===== src/rtl/kim_muldiv_ctrl_p.sv =====
// Multi-cycle MULT/MULTU/DIV/DIVU sequencer that owns the HI/LO registers.
// Latency: W+1 cycles from the start edge to done; a divide by zero finishes in 1 cycle.
// Backpressure: o_busy is high while an op is in flight; start and MTHI/MTLO writes are ignored while busy.
module kim_muldiv_ctrl_p #(
  parameter int DATA_WIDTH = 32
) (
  input  logic                  i_clk,
  input  logic                  i_reset,
  input  logic                  i_start,
  input  logic [1:0]            i_op,
  input  logic [DATA_WIDTH-1:0] i_a,
  input  logic [DATA_WIDTH-1:0] i_b,
  input  logic                  i_flush,
  input  logic                  i_hilo_we,
  input  logic                  i_hilo_sel,
  input  logic [DATA_WIDTH-1:0] i_hilo_wdata,
  output logic                  o_busy,
  output logic                  o_done,
  output logic                  o_div_by_zero,
  output logic [DATA_WIDTH-1:0] o_hi,
  output logic [DATA_WIDTH-1:0] o_lo
);

  localparam int W  = DATA_WIDTH;
  localparam int CW = $clog2(W);

  typedef enum logic [1:0] {S_IDLE, S_RUN, S_FIX, S_ZDIV} state_t;

  state_t          r_state, w_state_nxt;
  logic [CW-1:0]   r_cnt;
  logic            r_is_div, r_neg_q, r_neg_r, r_done, r_dbz;
  logic [W-1:0]    r_opa;      // multiplicand (multiply) or divisor (divide)
  logic [2*W-1:0]  r_acc;      // {upper, multiplier} or {remainder, quotient}
  logic [W-1:0]    r_hi, r_lo;

  logic            w_signed, w_accept, w_zdiv;
  logic [W-1:0]    w_a_mag, w_b_mag;
  logic [W:0]      w_rem_s;
  logic [W+1:0]    w_add_x, w_add_y, w_sum;
  logic            w_cin;
  logic [2*W-1:0]  w_acc_nxt, w_prod_neg;
  logic [W-1:0]    w_quot_neg, w_rem_neg, w_res_hi, w_res_lo;

  // Operand magnitudes are only taken for the signed ops; unsigned ops use raw bits.
  assign w_signed = i_op[0];
  assign w_a_mag  = (w_signed && i_a[W-1]) ? -i_a : i_a;
  assign w_b_mag  = (w_signed && i_b[W-1]) ? -i_b : i_b;
  assign w_zdiv   = i_op[1] && (i_b == '0);
  // A flush in the same cycle as start wins: the start is dropped.
  assign w_accept = (r_state == S_IDLE) && i_start && !i_flush;

  // Shared adder: add multiplicand for multiply, subtract divisor (a + ~b + 1) for divide.
  always_comb begin
    w_rem_s = {r_acc[2*W-1:W], r_acc[W-1]};
    w_add_x = {2'b00, r_acc[2*W-1:W]};
    w_add_y = {2'b00, r_opa};
    w_cin   = 1'b0;
    if (r_is_div) begin
      w_add_x = {1'b0, w_rem_s};
      w_add_y = ~{2'b00, r_opa};
      w_cin   = 1'b1;
    end
    w_sum = w_add_x + w_add_y + {{(W+1){1'b0}}, w_cin};
  end

  // One iteration step: shift-add multiply or restoring divide; bit W+1 of the sum is the borrow.
  always_comb begin
    w_acc_nxt = {1'b0, r_acc[2*W-1:1]};
    if (r_is_div) begin
      if (!w_sum[W+1]) w_acc_nxt = {w_sum[W-1:0], r_acc[W-2:0], 1'b1};
      else             w_acc_nxt = {w_rem_s[W-1:0], r_acc[W-2:0], 1'b0};
    end else if (r_acc[0]) begin
      w_acc_nxt = {w_sum[W:0], r_acc[W-1:1]};
    end
  end

  // Sign fix-up: negate the whole product, or quotient and remainder independently.
  always_comb begin
    w_prod_neg = -r_acc;
    w_quot_neg = -r_acc[W-1:0];
    w_rem_neg  = -r_acc[2*W-1:W];
    if (r_is_div) begin
      w_res_hi = r_neg_r ? w_rem_neg  : r_acc[2*W-1:W];
      w_res_lo = r_neg_q ? w_quot_neg : r_acc[W-1:0];
    end else begin
      w_res_hi = r_neg_q ? w_prod_neg[2*W-1:W] : r_acc[2*W-1:W];
      w_res_lo = r_neg_q ? w_prod_neg[W-1:0]   : r_acc[W-1:0];
    end
  end

  // State register.
  always_ff @(posedge i_clk) begin
    if (i_reset) r_state <= S_IDLE;
    else         r_state <= w_state_nxt;
  end

  // Next-state logic; flush returns any busy state to IDLE.
  always_comb begin
    w_state_nxt = r_state;
    case (r_state)
      S_IDLE: if (w_accept) w_state_nxt = w_zdiv ? S_ZDIV : S_RUN;
      S_RUN: begin
        if (i_flush)                      w_state_nxt = S_IDLE;
        else if (r_cnt == CW'(W-1))       w_state_nxt = S_FIX;
      end
      S_FIX:   w_state_nxt = S_IDLE;
      S_ZDIV:  w_state_nxt = S_IDLE;
      default: w_state_nxt = S_IDLE;
    endcase
  end

  // Datapath: operand latch, iteration, result write-back and MTHI/MTLO.
  always_ff @(posedge i_clk) begin
    if (i_reset) begin
      r_cnt    <= '0;
      r_is_div <= 1'b0;
      r_neg_q  <= 1'b0;
      r_neg_r  <= 1'b0;
      r_opa    <= '0;
      r_acc    <= '0;
      r_hi     <= '0;
      r_lo     <= '0;
      r_done   <= 1'b0;
      r_dbz    <= 1'b0;
    end else begin
      r_done <= 1'b0;
      r_dbz  <= 1'b0;
      case (r_state)
        S_IDLE: begin
          if (w_accept) begin
            r_cnt    <= '0;
            r_is_div <= i_op[1];
            r_neg_q  <= w_signed & (i_a[W-1] ^ i_b[W-1]);
            r_neg_r  <= w_signed & i_a[W-1];
            // Divide-by-zero keeps the raw dividend so it can be returned in HI.
            r_opa    <= i_op[1] ? w_b_mag : w_a_mag;
            r_acc    <= {{W{1'b0}}, i_op[1] ? (w_zdiv ? i_a : w_a_mag) : w_b_mag};
          end else if (i_hilo_we && !i_start) begin
            if (i_hilo_sel) r_hi <= i_hilo_wdata;
            else            r_lo <= i_hilo_wdata;
          end
        end
        S_RUN: begin
          if (!i_flush) begin
            r_acc <= w_acc_nxt;
            r_cnt <= r_cnt + 1'b1;
          end
        end
        S_FIX: begin
          if (!i_flush) begin
            r_hi   <= w_res_hi;
            r_lo   <= w_res_lo;
            r_done <= 1'b1;
          end
        end
        S_ZDIV: begin
          if (!i_flush) begin
            r_hi   <= r_acc[W-1:0];
            r_lo   <= '1;
            r_done <= 1'b1;
            r_dbz  <= 1'b1;
          end
        end
        default: ;
      endcase
    end
  end

  assign o_busy        = (r_state != S_IDLE);
  assign o_done        = r_done;
  assign o_div_by_zero = r_dbz;
  assign o_hi          = r_hi;
  assign o_lo          = r_lo;

endmodule


===== config.mk =====
export PLATFORM = sky130hd
export DESIGN_NAME = kim_muldiv_ctrl_p
export DESIGN_NICKNAME = d
export VERILOG_FILES = /design/src/rtl/kim_muldiv_ctrl_p.sv
export SDC_FILE = /design/constraint.sdc
export NUM_CORES = 1
export LEC_CHECK = 0
export BUFFER_PORTS_ARGS = -buffer_cell sky130_fd_sc_hd__buf_2
export CORE_MARGIN = 5
export CORE_UTILIZATION = 35
export DETAILED_ROUTE_END_ITERATION = 8
export GPL_TIMING_DRIVEN = 1
export PLACE_DENSITY_LB_ADDON = 0.25
export SLEW_MARGIN = 0
export SYNTH_ARGS = -nofsm -noshare
export SYNTH_HDL_FRONTEND = slang
export SYNTH_SLANG_ARGS = --single-unit

===== constraint.sdc =====
create_clock -name i_clk -period 4.8 [get_ports i_clk]
set_clock_uncertainty 0.1 [all_clocks]
set_input_delay 0.72 -clock i_clk [delete_from_list [all_inputs] [get_ports i_clk]]
set_output_delay 0.72 -clock i_clk [all_outputs]
set_load 0.05 [all_outputs]

After elaboration in Yosys (flattened, before gate mapping)
Index checks and enable logic that the tools add are counted.
{ "op_classes": {"reduce_logical": 21, "addsub": 8, "eq_ne": 13, "n_mux": 41, "bitwise_logic": 6} }
{ "op_table": {"columns": ["op", "count"], "rows": [
  ["$mux 32", 21],
  ["$mux 64", 5],
  ["$pmux 32 s3", 2],
  ["$neg 32->32", 4],
  ["$pmux 64 s2", 1],
  ["$neg 64->64", 1],
  ["$add 34x1->34", 1],
  ["$add 34x34->34", 1],
  ["$mux 34", 1],
  ["$not 32->34", 1],
  ["$mux 33", 1],
  ["$logic_not 32->1", 1],
  ["$ne 2x2->1 const B", 7],
  ["$reduce_and 6->1", 2],
  ["$mux 5", 2],
  ["$pmux 5 s2", 1],
  ["$mux 2", 4],
  ["$logic_and 1x1->1", 6],
  ["$pmux 2 s3", 1],
  ["$reduce_or 2->1", 3],
  ["$add 5x1->5 const B", 1],
  ["$eq 5x5->1 const B", 1],
  ["$eq 2x2->1 const B", 2],
  ["$reduce_and 2->1", 2],
  ["12 further kinds", 17]
]} }
{ "word_totals": {"output_inout_bits": 67, "ff_bits": 172, "in_bits": 104, "elab_cells": 100} }

Logic depth before layout (Yosys ltp)
Gate-level depths: netlist of run 1.
{ "depth": {"ltp_word": 8, "mapped_depth": 20, "mapped_depth_nobuf": 13} }

Worst setup path after synthesis of run 1
No wires, ideal clock.
{ "synth_path": {"path_kind": "reg-to-reg", "startpoint": "register r_is_div", "endpoint": "register r_acc[63]", "slack_ps": -298, "n_path_buf": 9, "required_time_ps": 4613, "t_arrival_ps": 4911, "setup_time_ps": 87, "stages_incl_launch_ff": 19, "cell_sequence": "dfxtp_1 > clkbuf_1 > clkbuf_1 > buf_1 > clkbuf_1 > clkbuf_1 > buf_1 > xor2_1 > ha_1 > clkbuf_1 > a21o_1 > a21o_1 > a22o_1 > o31ai_1 > nor3b_1 > clkbuf_1 > clkbuf_1 > o21ai_0 > o31ai_1"} }
{ "synth_between": {"elab_chain_cells": 7} }
{ "synth_rtl": {"columns": ["element", "line", "rtl"], "rows": [
  ["from (decl)", "31", "logic r_is_div, r_neg_q, r_neg_r, r_done, r_dbz;"],
  ["from (signal assigned)", "132", "r_is_div <= i_op[1];"],
  ["$mux 33 or $mux 34 (tied branches)", "58", "if (r_is_div) begin"],
  ["$add 34x34->34", "63", "w_sum = w_add_x + w_add_y + {{(W+1){1'b0}}, w_cin};"],
  ["$add 34x1->34", "63", null],
  ["$mux 64 (on tied branches)", "72, 70", null],
  ["$mux 64 *", "69", "if (r_is_div) begin"],
  ["$mux 64 *", "144", "if (!i_flush) begin"],
  ["$pmux 64 s2 *", "128", "case (r_state)"],
  ["to (signal assigned)", "137", "r_acc <= {{W{1'b0}}, i_op[1] ? (w_zdiv ? i_a : w_a_mag) : w_b_mag};"],
  ["to (signal assigned)", "145", "r_acc <= w_acc_nxt;"],
  ["to (decl)", "33", "logic [2*W-1:0] r_acc;"]
]} }
Mark *: on every way between the ends. The rest lies on a longest branch, timed or not. The select of a mux whose other input is x is not followed.
A chain may end at the register's enable or synchronous reset.

Final worst setup path of run 1
{ "layout_path": {"startpoint": "register r_is_div", "endpoint": "register r_acc[37]"} }
Same word-level chain as after synthesis.

==> impl_metrics.py, run 1 <==
metrics = {
    "floorplan": {
        "io_pins": 171,
        "start_util": 0.352,
        "core_sq_um": 41900,
        "fp.dieW_microns": 215,
        "dieArea_sq_um": 46300,
        "die_y_microns": 215,
        "std_cell_rows": 75,
    },
    "timing": {
        "rsz0062_at_grt": "no",
        "finalSetupViolations": 0,
        "slew_viol_final": 0,
        "post-route-min-period_ps": 4150,
        "max_freq_mhz": 241,
        "tightestPinTransition_ps": 1300,
        "whs_ps": 351,
        "hold_violations": 0,
        "min_period_over_period": 0.864,
        "tns_ps": 0,
        "slew_headroom": 0.129,
    },
    "yosys": {
        "synthTopCellsByArea": "dfxtp_1, a21oi_1, nand2_1",
        "synth_top_family_by_area": "compound AO/OA/AOI/OAI gates",
        "synth_edf_count": 0,
        "post_synth_mux_area_share": 0.0628,
        "synth_area_sq_um": 14800,
        "syn_inst": 2036,
        "netlist.area_leader.share": 0.233,
        "ys_types": 76,
        "synth_simple_gate_area_share": 0.216,
        "synthArstFlopShare": 0,
        "yosysWarnings": 0,
        "ys.flop_type": "dfxtp_1",
        "synth_xor_area_frac": 0.121,
        "synth_fa_ha_area_frac": 0.0327,
        "synth_compound_area_frac": 0.278,
        "synth_area_leader_cell": "dfxtp_1",
        "ys_seq_elements": 172,
        "syn_area_per_cell_sq_um": 7.24,
        "synth_fp_nets": 2178,
        "ys_seq_area_frac": 0.233,
    },
    "placed_design": {
        "portBuffers": 170,
        "dp_cells": 2629,
        "dp_hpwl_microns": 46300,
        "finalWeightedCongestion": 0.935,
    },
    "global_route": {
        "grtUsageTotal": 0.247,
        "antenna_found_initial": 0,
        "grt_max_degree": 140,
        "first_global_vias": 14900,
        "grt-ovfl-total": 0,
        "grt_pass1_wl_microns": 91400,
    },
    "clock_network": {
        "cts_sinks": 172,
        "post_cts.resized_instances": 0,
        "cts_tree": "yes",
        "post-cts-setup-buffers": 0,
        "numCtsBuffers": 17,
        "clk_path_buf_depth": 2,
        "clkSlewWorstSetupHoldPaths_ps": 80,
        "worstSkewPairLatency_ps": 450,
        "htree_num_levels": 4,
        "cts_hold_buf": 0,
        "clockRootBuffer": "clkbuf_16",
    },
    "worst_setup_path": {
        "slowest_stage": "dfxtp_4",
        "start_kind": "register",
        "path_cells": "buf_4 -> xor2_1 -> ha_1 -> and3_1 -> a22o_1 -> o31ai_1 -> nand2_1 -> buf_4 -> or3_1 -> nand3_1 -> a21oi_1",
        "rr_worst_depth": 11,
        "critPathArrivalTime_ps": 4360,
        "cp_max_fo": 44,
        "cp_num_cells": 11,
        "worstPathRequired_ps": 5010,
        "cpMostUsedCell": "buf_4",
        "crit_family": "simple AND/OR/NAND/NOR gates",
        "rr_startpoint": "r_is_div",
        "crit_start": "r_is_div",
        "cp.buffers_inverters": 2,
        "crit_path_max_incr_delay_ps": 700,
        "critPathKind": "reg -> reg",
        "cp-end-kind": "register",
    },
    "drt": {
        "drt_iter0_markers": 1631,
        "first_pass_iters": 6,
        "drtAntennaViolNets": 0,
        "via_per_inst": 6.00,
        "m1WireLength_microns": 26700,
        "vias": 16000,
        "wl_met3_microns": 4620,
        "top_layer_used": "met4",
        "drt_wl_total_microns": 59500,
        "wire_per_inst_microns": 22.4,
        "drcViolationCount": 0,
        "wl_met2_microns": 26400,
    },
    "pwr": {
        "p_per_area_nw_per_um2": 250,
        "p_total_uw": 4190,
        "ir_worst_vdd_v": 0.000219,
        "p_leak_uw": 0.00672,
    },
    "hold_path": {
        "min_from": "o_lo[28]",
        "hold-path-cell-count": 2,
        "hp-class": "reg -> reg",
    },
    "cells_and_area": {
        "post_layout_nonfiller_instances": 2661,
        "syn_to_final_growth_pct": 13.7,
        "diodes": 0,
        "layout-drive-gt1-share": 0.161,
        "nNetsFinal": 2251,
    },
    "run_status": {
        "status": "finished, final reports clean",
    },
    "job": {
        "maxCapViolations": 0,
    },
}
## per-stage QoR
step                      instance area, sq um   util  setup WS [ps]
after global placement                   16200  0.386            668
after global routing                     16800  0.401            420
final                                    16800  0.401            655
after CTS                                16800  0.401            749
after floorplan                          14800      -           36.5
after detailed placement                 16200  0.386            731
## layer usage
metal	vias to the layer above	global-route usage
met5	-	0
met4	0	0.0770
met3	86	0.0431
met2	721	0.385
met1	7613	0.348
li1	7535	-
## kinds of logic after synthesis
logic type,count (synthesis)
AO/OA/AOI/OAI,637
XOR/XNOR,203
adder cells (fa/ha/maj),38
buffers and inverters,222
flip-flops,172
multiplexers,88
AND/OR/NAND/NOR,676
## layout make-up
cell class | count | area (sq um)
clock buffer | 18 | 429
clock inverter | 14 | 181
fill | 4382 | 25100
inverter | 35 | 131
multi-input combinational | 1642 | 10500
sequential | 172 | 3450
tap | 539 | 674
timing repair buffer | 241 | 1400
## flip-flops by register name, indices dropped and copies added (netlist names)
name,flops
o_div_by_zero,1
r_opa,32
o_lo,32
r_is_div,1
o_done,1
r_state,2
r_neg_r,1
r_cnt,5
r_acc,64
r_neg_q,1
o_hi,32
## final timing paths
| path | endpoint | slack [ps] |
|---|---|---|
| hold / removal | o_lo[28] | 350 |
| setup / recovery | r_acc[37] | 650 |
| hold reg to reg | o_lo[28] | 350 |
| setup reg to reg | r_acc[37] | 650 |
## layout by cell type, fill, tap and decap left out, drive strengths merged, types with 8 or more instances in the layout
master and instances:
a2111oi 10, a211oi 32, a21o 17, a21oi 205, a221oi 8, a31oi 23, and2 9, buf 241
clkbuf 18, dfxtp 172, ha 37, inv 39, mux2 36, mux2i 52, nand2 251, nand2b 12
nand3 26, nand4 11, nor2 174, nor2b 14, nor3 60, nor3b 14, nor4 26, o211ai 55
o21a 10, o21ai 128, o221ai 40, o22ai 10, o31ai 26, o41ai 10, or3 29, or4 22
xnor2 96, xor2 107
## worst register-to-register path: stages (launching register included)
cell and delay (ps):
dfxtp_4 700, buf_4 420, xor2_1 400, ha_1 390, and3_1 250, a22o_1 200, o31ai_1 410, nand2_1 400
buf_4 290, or3_1 310, nand3_1 80, a21oi_1 60
## synthesized netlist by cell type (all sizes together), types with 40 or more instances
cell,number
nor3,60
o221ai,40
nand2,251
o211ai,55
nor2,174
dfxtp,172
a21oi,205
clkbuf,173
xor2,107
o21ai,128
xnor2,96
mux2i,52
## where the power goes
part           internal (uW)  total (uW)  leakage, uW  switching (uW)
clock                    832        1500     0.000298             672
sequential              1490        1580      0.00140            91.6
combinational            371        1100      0.00502             732
Note: power is estimated with default switching activity, not from simulation.
==> run 2: changes to the inputs <==
Settings changed: ABC_AREA set to 1.
==> impl_metrics.py, run 2 <==
metrics = {
    "run_status": {
        "status": "finished, final reports clean",
    },
    "drt": {
        "first_pass_iters": 6,
        "drt_wl_total_microns": 79400,
        "vias": 20600,
        "wire_per_inst_microns": 21.8,
        "via_per_inst": 5.67,
        "drt_iter0_markers": 2208,
        "drcViolationCount": 0,
        "drtAntennaViolNets": 0,
    },
    "clock_network": {
        "clockRootBuffer": "clkbuf_16",
        "worstSkewPairLatency_ps": 470,
        "numCtsBuffers": 17,
        "clk_path_buf_depth": 2,
        "post_cts.resized_instances": 0,
        "post-cts-setup-buffers": 0,
        "htree_num_levels": 4,
        "cts_hold_buf": 0,
        "cts_sinks": 172,
        "clkSlewWorstSetupHoldPaths_ps": 80,
        "cts_tree": "yes",
    },
    "timing": {
        "whs_ps": 365,
        "tns_ps": 0,
        "tightestPinTransition_ps": 1170,
        "post-route-min-period_ps": 4370,
        "finalSetupViolations": 0,
        "max_freq_mhz": 229,
        "min_period_over_period": 0.909,
        "rsz0062_at_grt": "no",
        "slew_headroom": 0.223,
        "hold_violations": 0,
        "slew_viol_final": 0,
    },
    "placed_design": {
        "dp_hpwl_microns": 63000,
        "finalWeightedCongestion": 0.981,
        "portBuffers": 170,
    },
    "hold_path": {
        "hp-class": "reg -> reg",
        "min_to": "o_lo[30]",
        "hold-path-cell-count": 2,
        "min_from": "o_lo[30]",
    },
    "cells_and_area": {
        "fill_cells": 5383,
        "final_common_cell": "nand2_1",
        "largest_reg_flops": 64,
        "nNetsFinal": 3149,
        "regMostFlops": "r_acc",
        "diodes": 0,
        "layout-drive-gt1-share": 0.104,
        "final_cell_mix": "nand2_1, a21oi_1, nor2_1, inv_1, o21ai_0",
        "syn_to_final_growth_pct": 11.1,
    },
    "global_route": {
        "grt-ovfl-total": 0,
        "gr-max-usage-layer": "met2",
        "met1_usage": 0.396,
        "grt_pass1_wl_microns": 120000,
        "grtUsageTotal": 0.293,
        "first_global_vias": 19500,
        "grt_max_degree": 91,
        "antenna_found_initial": 0,
        "grtUsageMet3": 0.0427,
        "grtUsageMet2": 0.466,
    },
    "worst_setup_path": {
        "worstPathRequired_ps": 5010,
        "start_kind": "register",
        "critPathKind": "reg -> reg",
        "cp_max_fo": 49,
        "rr_worst_depth": 15,
        "reg2reg_to": "r_acc[43]",
        "r2r_setup_slack_ps": 430,
        "rr_startpoint": "r_is_div",
        "critPathArrivalTime_ps": 4580,
        "cp-end-kind": "register",
    },
    "yosys": {
        "synthTopCellsByArea": "dfxtp_1, nand2_1, a21oi_1",
        "ys.flop_type": "dfxtp_1",
        "ys_types": 55,
        "ys_seq_elements": 172,
        "ys_seq_area_frac": 0.207,
        "netlist.area_leader.share": 0.207,
        "synth_area_leader_cell": "dfxtp_1",
        "synth_edf_count": 0,
        "ys_top_cells_by_count": "nand2_1, a21oi_1, nor2_1",
        "syn_area_per_cell_sq_um": 5.69,
        "syn_inst": 2931,
        "synth_most_common_cell": "nand2_1",
        "yosysWarnings": 0,
        "synthArstFlopShare": 0,
        "synth_fp_nets": 3073,
        "synth_area_sq_um": 16700,
    },
    "pwr": {
        "p_leak_uw": 0.00880,
        "ir_worst_vdd_v": 0.000283,
        "p_per_area_nw_per_um2": 255,
    },
    "floorplan": {
        "fp.dieW_microns": 228,
        "std_cell_rows": 80,
        "start_util": 0.351,
        "core_sq_um": 47400,
        "io_pins": 171,
        "die_y_microns": 228,
        "dieArea_sq_um": 52100,
    },
    "job": {
        "maxCapViolations": 0,
    },
}
==> run 2: cell types whose count changed after synthesis, moves of 36 or more <==
cell / delta
nor2_1: +102
nand3_1: +211
a21oi_1: +74
clkbuf_1: -84
xnor2_1: -89
o21ai_0: +117
mux2i_1: -51
mux2_2: -36
nand2_1: +615
inv_1: +240
==> run 2: per-stage QoR <==
stage	power [uW]	instance area (sq um)	cells	util	worst slack, ps
6_report	4730	18500	3635	0.390	435
5_1_grt	4970	18500	3635	0.390	37.9
4_1_cts	4710	18500	3635	0.390	464
3_5_place_dp	3260	17900	3603	0.378	476
3_3_place_gp	3250	17900	3603	0.378	458
2_1_floorplan	2700	16700	2931	-	1590
==> run 2: layout make-up <==
cell class / count / area, sq um / area share
Clock buffer: 19 / 454 / 0.0245
Clock inverter: 13 / 129 / 0.00696
Inverter: 291 / 1090 / 0.0591
Multi-Input combinational cell: 2322 / 11500 / 0.622
Sequential cell: 172 / 3450 / 0.186
Tap cell: 615 / 769 / 0.0416
Timing Repair Buffer: 203 / 1100 / 0.0594
==> run 2: cell families after synthesis <==
kind of cell | share of synthesized area
AOI/OAI and AO/OA | 0.226
xor gates and xnor gates | 0.0589
buffers and inverters | 0.103
DFF | 0.207
muxes | 0.000601
and+or+nand+nor | 0.376
adders and majority gates | 0.0290
==> run 2: critical path, cell delays in order (launching register included) <==
cell      delay, ps
dfxtp_4         670
buf_4           540
o21ai_0         320
ha_1            450
nand2_2         130
inv_1            50
a21oi_1         220
nand2_1         130
inv_1            90
nand2_1          60
nand2_1          90
nand4_2         760
nand3b_1        360
nand2_1          80
nand2_1          60
a21oi_1          60
==> run 2: how the worst max path moves through the flow <==
| stage | start | endpoint | slack, ps | depth (start not counted) |
|---|---|---|---|---|
| after floorplan | r_is_div | r_acc[32] | 1590 | 21 |
| after global placement | r_is_div | r_acc[43] | 460 | 15 |
| after detailed placement | r_is_div | r_acc[43] | 480 | 15 |
| after CTS | r_is_div | r_acc[43] | 460 | 15 |
| after global routing | r_is_div | r_acc[62] | 40 | 16 |
| final | r_is_div | r_acc[43] | 430 | 15 |
==> run 2: metal layers <==
metal / vias up / wire length [microns]
met5: - / 0
met4: 0 / 4090
met3: 160 / 5830
met2: 991 / 35300
met1: 9651 / 34100
li1: 9813 / -
==> run 2: power by group <==
group          total [uW]  switching [uW]  internal (uW)
registers            1620             116           1500
clock network        1450             694            758
logic                1660            1190            466
==> run 3: changes to the inputs <==
Settings changed: BUFFER_PORTS_ARGS -buffer_cell sky130_fd_sc_hd__buf_2 to not set, DONT_BUFFER_PORTS set to 1.
==> impl_metrics.py, run 3 (synthesized netlist as in run 2, its figures left out) <==
metrics = {
    "worst_setup_path": {
        "path_cells": "buf_4 -> xor2_1 -> ha_1 -> nand2_1 -> inv_1 -> nand2_1 -> nor2_1 -> a21oi_2 -> nand4_2 -> buf_4 -> nand2_1 -> o21ai_0 -> nand2_1 -> a21oi_1",
        "cpMostUsedCell": "nand2_1",
        "crit_path_max_incr_delay_ps": 720,
        "worstPathRequired_ps": 5060,
        "slowest_stage": "nand4_2",
        "critPathArrivalTime_ps": 4200,
        "cp.buffers_inverters": 3,
        "crit_family": "simple AND/OR/NAND/NOR gates",
        "cp-end-kind": "register",
        "cp_max_fo": 36,
        "start_kind": "register",
        "critPathKind": "reg -> reg",
    },
    "clock_network": {
        "post_cts.resized_instances": 0,
        "cts_sinks": 172,
        "cts_tree": "yes",
        "numCtsBuffers": 17,
        "worstSkewPairLatency_ps": 470,
        "clk_path_buf_depth": 2,
        "clockRootBuffer": "clkbuf_16",
        "cts_hold_buf": 0,
        "post-cts-setup-buffers": 0,
        "htree_num_levels": 4,
        "clkSlewWorstSetupHoldPaths_ps": 70,
    },
    "drt": {
        "drtAntennaViolNets": 0,
        "via_per_inst": 5.69,
        "drt_iter0_markers": 2256,
        "drt_wl_total_microns": 77700,
        "vias": 19700,
        "wire_per_inst_microns": 22.4,
        "first_pass_iters": 6,
        "drcViolationCount": 0,
    },
    "placed_design": {
        "dp_hpwl_microns": 61700,
        "post-place-ws_ps": 927,
        "finalWeightedCongestion": 0.990,
        "portBuffers": 0,
    },
    "timing": {
        "setup_ws_ps": 853,
        "max_freq_mhz": 253,
        "tns_ps": 0,
        "slew_viol_final": 0,
        "tightestPinTransition_ps": 1050,
        "min_period_over_period": 0.822,
        "post-route-min-period_ps": 3950,
        "slew_headroom": 0.303,
        "finalSetupViolations": 0,
        "hold_violations": 0,
        "rsz0062_at_grt": "no",
    },
    "cells_and_area": {
        "final_common_cell": "nand2_1",
        "multi_input_area_sq_um": 11500,
        "regMostFlops": "r_acc",
        "syn_to_final_growth_pct": 6.45,
        "seq_area_sq_um": 3450,
        "nNetsFinal": 2978,
        "layout-drive-gt1-share": 0.0509,
        "final_cell_mix": "nand2_1, a21oi_1, inv_1, nor2_1, o21ai_0",
        "diodes": 0,
        "largest_reg_flops": 64,
        "fill_cells": 5433,
    },
    "pwr": {
        "clkPwrFrac": 0.334,
        "power_frac_comb": 0.301,
        "p_per_area_nw_per_um2": 266,
        "switching_share": 0.402,
        "ir_worst_vdd_v": 0.000293,
        "p_int_uw": 2820,
        "power_frac_seq": 0.365,
        "p_leak_uw": 0.00806,
        "netSwitchingPower_uw": 1890,
    },
    "job": {
        "maxCapViolations": 0,
    },
    "global_route": {
        "grt-ovfl-total": 0,
        "first_global_vias": 18600,
        "antenna_found_initial": 1,
        "grt_pass1_wl_microns": 116000,
        "grt_max_degree": 92,
        "grtUsageTotal": 0.286,
    },
    "floorplan": {
        "start_util": 0.351,
        "die_y_microns": 228,
        "core_sq_um": 47400,
        "fp.dieW_microns": 228,
        "dieArea_sq_um": 52100,
        "io_pins": 171,
        "std_cell_rows": 80,
    },
    "run_status": {
        "status": "finished, final reports clean",
    },
    "hold_path": {
        "hp-class": "in -> reg",
    },
}
## run 3: final timing paths
kind,depth (start not counted),start,to,slack [ps]
worst max-delay path,14,r_is_div,r_acc[40],850
worst min-delay path,1,i_reset,o_lo[7],220
worst max register to register,14,r_is_div,r_acc[40],850
worst min register to register,2,r_cnt[4],r_cnt[4],370
## run 3: metrics by stage
step,hold WS [ps],util,cell area [sq um],total power [uW],cells
2_1_floorplan,345,-,16700,2700,2931
6_report,217,0.374,17700,4710,3464
5_1_grt,197,0.374,17700,4940,3464
4_1_cts,194,0.374,17700,4700,3464
3_5_place_dp,359,0.360,17100,3130,3432
3_3_place_gp,350,0.360,17100,3130,3432
## run 3: layout make-up
type	count	share of cell area
multi-input combinational	2322	0.649
sequential	172	0.194
inverter	291	0.0616
tap	615	0.0434
clock buffer	18	0.0248
timing repair buffer	32	0.0150
clock inverter	14	0.0115
## run 3: power groups by stage
| stage | Sequential, uW | Combinational [uW] | Clock, uW |
|---|---|---|---|
| floorplan | 1680 | 1020 | 0 |
| global placement | 1750 | 1380 | 0 |
| detailed placement | 1750 | 1380 | 0 |
| CTS | 1710 | 1390 | 1600 |
| global route | 1730 | 1570 | 1650 |
| finish | 1720 | 1420 | 1570 |
## run 3: layer usage
| layer | part of all wire | track usage | routed length [microns] |
|---|---|---|---|
| met4 | 0.042 | 0.109 | 3270 |
| met2 | 0.45 | 0.461 | 34800 |
| met1 | 0.42 | 0.374 | 32400 |
| met5 | 0.00017 | 0 | 13 |
| met3 | 0.092 | 0.0674 | 7150 |
